===== src/rtl/fetch_pc_gen.sv =====
// Fetch PC generator: owns the fetch PC, issues 4-wide imem reads and presents one bundle per cycle.
// Define FETCH_REDIRECT_BYPASS_EN for a zero-bubble jump redirect (imem read issued in the jump cycle).
module fetch_pc_gen #(
    parameter logic [15:0] RESET_PC = 16'h0000
) (
    input  logic        clk,
    input  logic        rst_n,
    input  logic        has_mispredict,
    input  logic [15:0] mispredict_pc,
    input  logic        jump_for_pcsel,
    input  logic [15:0] jump_addr_pc,
    input  logic        stall_from_iq,
    output logic        imem_rd_en,
    output logic [15:0] imem_addr,
    input  logic [63:0] imem_data,
    output logic [15:0] pc,
    output logic [15:0] instruction0,
    output logic [15:0] instruction1,
    output logic [15:0] instruction2,
    output logic [15:0] instruction3,
    output logic        bundle_valid
);

    logic [15:0] fetch_pc, fetch_pc_d;
    logic [15:0] req_pc, req_pc_d;
    logic        req_vld, req_vld_d;
    logic [15:0] skid_pc, skid_pc_d;
    logic [63:0] skid_ins, skid_ins_d;
    logic        skid_vld, skid_vld_d;
    logic        rd_en_c;
    logic [63:0] bundle;

    // A held (skid) bundle always takes precedence over the response of the read issued last cycle.
    always_comb begin
        bundle       = 64'h0;
        pc           = req_pc;
        bundle_valid = 1'b0;
        if (skid_vld) begin
            bundle       = skid_ins;
            pc           = skid_pc;
            bundle_valid = 1'b1;
        end else if (req_vld) begin
            bundle       = imem_data;
            bundle_valid = 1'b1;
        end
    end

    assign instruction0 = bundle[15:0];
    assign instruction1 = bundle[31:16];
    assign instruction2 = bundle[47:32];
    assign instruction3 = bundle[63:48];

    always_comb begin
        rd_en_c    = 1'b0;
        imem_addr  = fetch_pc;
        fetch_pc_d = fetch_pc;
        req_pc_d   = req_pc;
        req_vld_d  = req_vld;
        skid_pc_d  = skid_pc;
        skid_ins_d = skid_ins;
        skid_vld_d = skid_vld;
        if (has_mispredict) begin
            fetch_pc_d = mispredict_pc;
            req_vld_d  = 1'b0;
            skid_vld_d = 1'b0;
        end else if (stall_from_iq) begin
            // Park the in-flight response; an already full skid is left untouched.
            if (req_vld && !skid_vld) begin
                skid_pc_d  = req_pc;
                skid_ins_d = imem_data;
                skid_vld_d = 1'b1;
            end
            req_vld_d = 1'b0;
        end else if (jump_for_pcsel) begin
`ifdef FETCH_REDIRECT_BYPASS_EN
            rd_en_c    = 1'b1;
            imem_addr  = jump_addr_pc;
            req_pc_d   = jump_addr_pc;
            req_vld_d  = 1'b1;
            fetch_pc_d = jump_addr_pc + 16'd4;
            skid_vld_d = 1'b0;
`else
            fetch_pc_d = jump_addr_pc;
            req_vld_d  = 1'b0;
            skid_vld_d = 1'b0;
`endif
        end else begin
            rd_en_c    = 1'b1;
            req_pc_d   = fetch_pc;
            req_vld_d  = 1'b1;
            fetch_pc_d = fetch_pc + 16'd4;
            skid_vld_d = 1'b0;
        end
    end

    // Strobe is masked while in reset so no read escapes before the first post-reset edge.
    assign imem_rd_en = rd_en_c & rst_n;

    always_ff @(posedge clk or negedge rst_n) begin
        if (!rst_n) begin
            fetch_pc <= RESET_PC;
            req_pc   <= RESET_PC;
            req_vld  <= 1'b0;
            skid_pc  <= RESET_PC;
            skid_ins <= 64'h0;
            skid_vld <= 1'b0;
        end else begin
            fetch_pc <= fetch_pc_d;
            req_pc   <= req_pc_d;
            req_vld  <= req_vld_d;
            skid_pc  <= skid_pc_d;
            skid_ins <= skid_ins_d;
            skid_vld <= skid_vld_d;
        end
    end

endmodule


===== config.mk =====
export PLATFORM = sky130hd
export DESIGN_NAME = fetch_pc_gen
export DESIGN_NICKNAME = d
export VERILOG_FILES = /design/src/rtl/fetch_pc_gen.sv
export SDC_FILE = /design/constraint.sdc
export NUM_CORES = 1
export LEC_CHECK = 0
export CAP_MARGIN = 20
export CORE_UTILIZATION = 50
export CTS_BUF_LIST = sky130_fd_sc_hd__clkbuf_16
export DETAILED_ROUTE_END_ITERATION = 10
export PLACE_DENSITY = 0.95
export SLEW_MARGIN = 20
export SYNTH_ARGS = -nofsm -noshare
export SYNTH_HDL_FRONTEND = slang
export SYNTH_SLANG_ARGS = --single-unit

===== constraint.sdc =====
create_clock -name clk -period 2.15 [get_ports clk]
set_input_delay 0.3225 -clock clk [delete_from_list [all_inputs] [get_ports clk]]
set_output_delay 0.3225 -clock clk [all_outputs]
set_load 0.02 [all_outputs]

After elaboration in Yosys (flattened, before gate mapping) --
Cells that the tools add are included.
Word-level totals: bits in registers 114
Operators by class: equality and inequality tests 2, bitwise logic cells 4, reductions and logical operators 4, mux-type cells 14, add/subtract/negate cells 1
Operators by type and width (number):
- 64-bit 2-to-1 mux | 2
- 16-bit 2-to-1 mux | 4
- 16-bit by 3-bit adder with 16-bit output, second input constant | 1
- 1-bit 2-to-1 mux | 8
- 3-bit AND reduction | 2
- 3-bit by 2-bit != test with 1-bit output, second input constant | 1
- 1-bit NOT | 3
- 2-bit != test, second input constant | 1
- 1-bit bitwise AND | 1
- 1-bit logical AND | 1
- 1-bit logical NOT | 1

Logic depth before layout (Yosys ltp) --
depth in word-level cells 5, depth in mapped cells 6, depth with buffers taken out 5

Worst setup path after synthesis --
No wires, ideal clock.
path kind register to register, from register fetch_pc[2] (netlist: imem_addr[2]), to register fetch_pc[14] (netlist: imem_addr[14]), clock period less this slack 1.623 ns, slack 0.527 ns, arrival time 1.500 ns, cell stages (with the launch flop) 6, path buffers 0, cells stage by stage dfrtp_1 > ha_1 > nand3_1 > nor3_2 > a31oi_1 > o221a_1
Between the ends: longest elaborated chain between the ends 4
Ends and longest elaborated chain:
- from (decl) | RTL line 24 | logic [15:0] fetch_pc, fetch_pc_d;
- from (signal assigned) | RTL line 108 | fetch_pc <= fetch_pc_d;
- 16-bit by 3-bit adder with 16-bit output | RTL line 91 | fetch_pc_d = fetch_pc + 16'd4;
- 16-bit 2-to-1 mux | RTL line 74 | end else if (jump_for_pcsel) begin
- 16-bit 2-to-1 mux | RTL line 66 | end else if (stall_from_iq) begin
- 16-bit 2-to-1 mux | RTL line 62 | if (has_mispredict) begin
No other way between the ends. The select of a mux whose other input is x is not followed. A chain may end at the register's enable or synchronous reset.

Worst setup path in the final report --
from register skid_vld, to output port pc[6]
Between the ends: longest elaborated chain between the ends 1
Ends and longest elaborated chain:
- from (decl) | RTL line 29 | logic skid_vld, skid_vld_d;
- from (signal assigned) | RTL line 113 | skid_vld <= skid_vld_d;
- 16-bit 2-to-1 mux | RTL line 38 | if (skid_vld) begin
- to (decl) | RTL line 16 | output logic [15:0] pc,
No other way between the ends.

==> run_results.csv <==
group,metric,value,unit
synth,yosys.area_share.simple,5.55,%
finish,diodes,0,
finish,drive_gt1_share,35.3,%
detailed_routing,vias,4520,
detailed_routing,drt_iter0_drc,331,
die,pin_count,199,
detailed_routing,ant_nets,0,
cts,ctsHtreeMaxLevel,4,
synth,synth_fp_nets,533,
detailed_routing,routed_wl,15600,um
global_routing,overflow,0,
timing,hold_violations,5,
cts,numCtsBuffers,17,
synth,ys_seq_elements,114,
worst_setup_path,r2r_cells,6,
power_and_ir_drop,vdd_ir_drop_max,0.501,mV
finish,fin_nets,737,
die,start_util,51.9,%
run_status,status,"complete, but fails checks",
cts,clockBufferDepth,2,
cts,clkSlewWorstSetupHoldPaths,60,ps
die,die_area,12400,um^2
synth,yosys.area_share.xor_xnor,0.146,%
synth,syn_avg_cell_area,13.9,um^2
detailed_routing,firstDrtPassIters,8,
worst_setup_path,cpPeakStageDelay,420,ps
timing,whs,-18.3,ps
synth,async_flop_share,100,%
run,maxCapViolations,0,
synth,synth_top_area_cell,"dfrtp_1",
global_routing,grt_pass1_wl,25100,um
finish,synthToLayoutAreaGrowth,40.7,%
global_routing,use_met1,31.8,%
global_routing,met2_usage,44.5,%
finish,stdcell_area,8440,um^2
global_routing,antenna_found_initial,0,
worst_setup_path,critPathLaunchType,"flip-flop",
timing,finalSetupViolations,0,
timing,maxSlewViolCount,0,
detailed_routing,post_drt_wl_per_cell,19.7,um
die,die_x,112,um
worst_setup_path,crit_path_end_kind,"primary output",
worst_setup_path,startpoint,"skid_vld$_DFFE_PN0P_",
worst_setup_path,critical_path_class,"flip-flop to primary output",
synth,yosysTopAreaCellShare,47.6,%
timing,worstMarginPinSlew,629,ps
synth,ys.flop_type,"dfrtp_1",
global_routing,grt.total_usage,25.8,%
synth,ys_warn_count,0,
placement,placed_cell_area,8080,um^2
global_routing,grt_pass1_vias,4720,
power_and_ir_drop,power_density,902,nW/um^2
synth,synth_mux_area_share,26.7,%
worst_setup_path,slowest_stage,"dfrtp_2",
cts,clkSinkCount,114,
worst_setup_path,path_cells,"buf_12 -> mux2_2 -> dlygate4sd2_1",
synth,synth_edf_count,0,
placement,routabilityCongestion,0.900,
timing,slew_headroom,58.1,%
detailed_routing,drc_errors,15,
timing,clock-skew-final,6.25,ps
placement,dp_hpwl,10600,um
synth,yosys.cell_types.count,48,
worst_setup_path,crit_fanout,36,
synth,synth_top_family_by_area,"multiplexers",
timing,period_share,96.3,%
global_routing,use_met3,6.80,%
timing,max_freq,0.483,GHz
detailed_routing,viasPerCell,5.71,
die,rows,39,
run_status,violations,"DRC, hold timing",
min_path,min_path_type,"input port to asynchronous set/reset pin",
synth,syn_inst,431,
synth,synth-compound-area-share,14.6,%
timing,setup_tns,0,ps
die,core,11600,um^2
global_routing,grt.busiest_layer,"met2",
synth,yosysSeqAreaShare,47.6,%
timing,grt_setup_unrepaired,"false",
power_and_ir_drop,leakage,4.04,nW
cts,cts-root-buf,"clkbuf_16",
cts,tritoncts,"done",
synth,synth_fa_ha_area_share,0.209,%
synth,yosys-top-cells-area,"dfrtp_1, mux2_4, a22o_1, mux2_2, buf_12",
die,fp.dieH,112,um
cts,clk_latency,410,ps
synth,syn_area,6000,um^2
placement,port_buffers,198,
worst_setup_path,required,1830,ps
timing,fin_crit,2070,ps
worst_setup_path,arrival,1750,ps
worst_setup_path,worstReg2RegStart,"skid_vld$_DFFE_PN0P_",
global_routing,grt_max_degree,115,
what timing repair did:
action / 4_1_cts / 5_1_grt
resized for setup: 130 / 85
buffers inserted: 1 / 1
hold buffers: 0 / 0
gates cloned: 1 / 0
setup endpoints to repair: 82 / 26
pin swaps: 0 / 1
power breakdown:
group / internal [mW] / total [mW] / leakage, nW / switching [mW]
logic: 1.08 / 1.75 / 2.35 / 0.674
registers: 2.66 / 3.04 / 1.40 / 0.382
clock network: 1.74 / 2.83 / 0.287 / 1.09
cells by family after synthesis:
logic type	after synthesis
AO/OA/AOI/OAI	108
XOR/XNOR	1
adder cells (fa/ha/maj)	1
buffers and inverters	34
flip-flops	114
multiplexers	116
AND/OR/NAND/NOR	57
cells in the final DEF, fill, tap and decap left out, types with 3 or more instances in the layout:
cell type          n
o2bb2ai_1          5
dlymetal6s2s_1    10
o21ai_0           14
clkbuf_16         17
clkinv_4           3
buf_12             7
nand2_1           18
dlygate4sd2_1     18
a222oi_1           5
mux2_2            32
clkdlybuf4s50_1  115
and3_1             5
a21oi_1            4
and4_1             3
and2_1             3
mux2_4            80
a2bb2oi_1          3
clkbuf_2          35
mux2i_1            4
inv_6              8
dfrtp_1          113
a22o_1            64
buf_2             18
nor2_1            10
buf_4             12
final cells by class:
class	instances	area, um^2
Clock inverter	15	171
Fill cell	770	3120
Inverter	1	3.75
Clock buffer	17	425
Sequential cell	114	2850
Timing Repair Buffer	218	1970
Tap cell	143	179
Multi-Input combinational cell	283	2840
registers in the layout, indices dropped and copies added, names as in the netlist:
name	count
skid_ins	64
req_vld	1
skid_vld	1
req_pc	16
imem_addr	16
skid_pc	16
metrics by stage:
step / util [%] / hold slack, ps / instances / total power, mW / setup slack, ps
after CTS: 74.0 / 30.3 / 791 / 7.65 / -184
after floorplan: - / 26.9 / 431 / 4.08 / 527
final: 73.0 / -18.3 / 791 / 7.62 / 79.4
after detailed placement: 69.9 / 459 / 757 / 4.89 / -148
after global placement: 69.9 / 453 / 757 / 4.78 / -114
after global routing: 73.0 / 60.0 / 791 / 7.92 / 18.4
critical path: cells and delay by family, from the launching register on:
family / cells / cell delay, ps
DFF: 1 / 420
muxes: 1 / 370
buffers and inverters: 2 / 540
per-layer routing:
layer  up-vias  share of wire (%)  wire [um]
met2       180                 51       8000
met1      2282                 41       6450
li1       2048                  -          -
met5         -                  0          0
met3        10                6.4        998
met4         0               0.80        124
synthesized netlist by cell type (all sizes together) (2+ instances only):
master   instances
a21oi            4
a221o            2
a222oi           5
a22o            64
a2bb2oi          3
a31oi            2
and2             4
and3             6
and4             3
and4b            2
buf             27
clkbuf           6
dfrtp          114
mux2           112
mux2i            4
nand2           18
nand2b           2
nor2            11
nor2b            3
nor3             3
o21a             2
o21ai           14
o2bb2ai          5
or2              2
path summary, 6_finish.rpt:
check	endpoint	slack [ps]
hold reg to reg	skid_ins[24]$_DFFE_PN0P_	510
setup reg to reg	skid_ins[43]$_DFFE_PN0P_	180
setup / recovery	pc[6]	80
max in group asynchronous	skid_ins[18]$_DFFE_PN0P_	1670
hold / removal	req_pc[11]$_DFFE_PN0P_	-20
min in group clk	imem_addr[0]$_DFFE_PN0P_	480
Power figures use the tool's default switching activity.
==> variant, RTL diff (same flow settings) <==
Build with the macro `FETCH_REDIRECT_BYPASS_EN` defined.
--- a/src/rtl/fetch_pc_gen.sv
+++ b/src/rtl/fetch_pc_gen.sv
@@ -1,4 +1,6 @@
 // Fetch PC generator: owns the fetch PC, issues 4-wide imem reads and presents one bundle per cycle.
 // Define FETCH_REDIRECT_BYPASS_EN for a zero-bubble jump redirect (imem read issued in the jump cycle).
+`define FETCH_REDIRECT_BYPASS_EN
+
 module fetch_pc_gen #(
     parameter logic [15:0] RESET_PC = 16'h0000
Behaviour: not the same (Yosys sat finds a counterexample within 4 cycles, from zero or initial values and one cycle with rst_n low).
==> variant against the original RTL <==
Wire length up 5.5%; total power fell by 5.9%; worst setup slack got worse by 0.074 ns; cell area up 5.4%; clock power is 9.2% lower; fmax decreased by 3.4%; sequential cell count unchanged; synthesized area decreased by 1.4%; first-iteration DRC count is 14% higher; critical endpoint is now fetch_pc[12]$_DFFE_PN0N_; largest power group unchanged.
==> variant: results (changes against the original RTL) <==
<table>
<tr><th>Metric</th><th>Value</th></tr>
<tr><th colspan="2">Synth</th></tr>
<tr><td>Post-Syn Nets</td><td>603 (+13%)</td></tr>
<tr><td>Portion of the post-synthesis area used by sequential elements</td><td>48.22% (+0.66 points)</td></tr>
<tr><td>Synth cell types</td><td>46 (-4.2%)</td></tr>
<tr><td>List of most frequent post-synthesis cells</td><td>sky130_fd_sc_hd__dfrtp_1 (114), sky130_fd_sc_hd__mux2_2 (108), sky130_fd_sc_hd__a22o_1 (63)</td></tr>
<tr><th colspan="2">Global route</th></tr>
<tr><td>Vias in the first global route</td><td>5,433 (+15%)</td></tr>
<tr><td>Overall Global Routing Usage</td><td>27.35% (+1.5 points)</td></tr>
<tr><td>First-pass GRT wire length</td><td>26,840 um (+7.1%)</td></tr>
<tr><th colspan="2">Drt</th></tr>
<tr><td>Number of violations reported at the end of detailed-routing iteration 0</td><td>376 (+14%)</td></tr>
<tr><td>DR WL/cell</td><td>18.47 um (-6.2%)</td></tr>
<tr><td>Via total after detailed routing</td><td>5,172 (+14%)</td></tr>
<tr><td>First-pass DRT Iterations</td><td>5 (-3)</td></tr>
<tr><th colspan="2">Final layout</th></tr>
<tr><td>Layout Nets</td><td>836 (+13%)</td></tr>
<tr><td># fillers</td><td>700 (-9.1%)</td></tr>
<tr><td>Layout cells sized above 1</td><td>30.25% (-5.1 points)</td></tr>
<tr><th colspan="2">Worst setup path</th></tr>
<tr><td>Setup crit start</td><td>jump_addr_pc[3]</td></tr>
<tr><td>FF-to-FF Start</td><td>fetch_pc[2]$_DFFE_PN0N_</td></tr>
<tr><td>Reg2reg setup slack</td><td>0.06 ns (-0.12 ns)</td></tr>
<tr><td>CP max stage delay</td><td>0.51 ns (+0.09 ns)</td></tr>
<tr><td>Arrival time reported for the critical path endpoint</td><td>2.40 ns (+0.65 ns)</td></tr>
<tr><td>Crit path max fanout</td><td>3 (-92%)</td></tr>
<tr><th colspan="2">Placed design</th></tr>
<tr><td>Detailed placer's ending HPWL</td><td>11,430 um (+7.6%)</td></tr>
<tr><td>Placed inst area</td><td>0.008409 mm^2 (+4.1%)</td></tr>
<tr><th colspan="2">STA</th></tr>
<tr><td>Final worst hold slack</td><td>0.02137 ns (+0.03965 ns)</td></tr>
<tr><td>Slew HR</td><td>61.21% (+3.1 points)</td></tr>
<tr><td>Setup Skew</td><td>0.009575 ns (+0.003327 ns)</td></tr>
<tr><th colspan="2">Pwr</th></tr>
<tr><td>Lkg Pwr</td><td>4.046 nW (+0.22%)</td></tr>
<tr><td>Total internal power</td><td>5.103 mW (-6.8%)</td></tr>
<tr><th colspan="2">Outcome</th></tr>
<tr><td>Run status</td><td>finished clean</td></tr>
<tr><th colspan="2">Clocking</th></tr>
<tr><td>Maximum clock path buffer count</td><td>2 (unchanged)</td></tr>
</table>
variant: final cells by class:
class                      instances  area share, %
tap                              143          2.012
inverter                           2        0.08440
clock inverter                    15          1.364
multi-input combinational        345          32.76
timing repair buffer             254          26.91
sequential                       114          32.09
clock buffer                      17          4.783
variant: cell families after synthesis:
group | Yosys count | share of synthesized area (%)
muxes | 126 | 23.60
and+or+nand+nor | 87 | 7.424
DFF | 114 | 48.22
AOI/OAI and AO/OA | 120 | 15.82
adders and majority gates | 1 | 0.2115
xor gates and xnor gates | 11 | 1.629
buffers and inverters | 42 | 3.088
variant: per-layer routing:
metal  vias to the layer above  global-route usage [%]  wire, um
li1                       2333                       -         -
met1                      2543                   33.99      6653
met5                         -                       0         0
met2                       254                   46.05      8292
met3                        42                   6.397      1053
met4                         0                   10.84       436
variant: through the flow:
step	cells	utilization [%]	power (mW)	setup slack (ns)	TNS (ns)
after floorplan	501	-	3.819	0.02464	0
after global placement	855	73.33	4.600	-0.3868	-9.416
after detailed placement	855	73.33	4.713	-0.4730	-10.69
after CTS	889	77.26	7.207	-0.05852	-0.05852
after global routing	890	77.57	7.490	-0.05258	-0.09528
final	890	77.57	7.170	0.005884	0
variant: power groups by stage:
| stage | logic [mW] | clock network, mW | registers, mW |
|---|---|---|---|
| finish | 1.70 | 2.57 | 2.90 |
| global route | 1.82 | 2.72 | 2.95 |
| CTS | 1.70 | 2.62 | 2.89 |
| detailed placement | 1.80 | 0 | 2.92 |
| global placement | 1.73 | 0 | 2.87 |
| floorplan | 0.998 | 0 | 2.82 |
variant: path summary, 6_finish.rpt:
kind	to	cells past startpoint
min reg2reg	skid_pc[14]$_DFFE_PN0P_	1
max reg2reg	fetch_pc[12]$_DFFE_PN0N_	8
min in group clk	skid_pc[14]$_DFFE_PN0P_	1
max in group asynchronous	skid_vld$_DFFE_PN0P_	2
max	fetch_pc[12]$_DFFE_PN0N_	9
min	skid_ins[11]$_DFFE_PN0P_	2
variant: what timing repair did:
item	4_1_cts	5_1_grt
endpoints found under the setup margin	101	32
gates cloned	0	1
resized for setup	146	32
buffers inserted	2	1
pin swaps	1	5
variant: worst register-to-register path, delay by kind of cell (launching register included):
family,cells,cell delay [ns]
AO/OA/AOI/OAI,2,0.44
AND/OR/NAND/NOR,2,0.38
flip-flops,1,0.37
buffers and inverters,1,0.21
XOR/XNOR,1,0.18
multiplexers,1,0.18
adder cells (fa/ha/maj),1,0.19
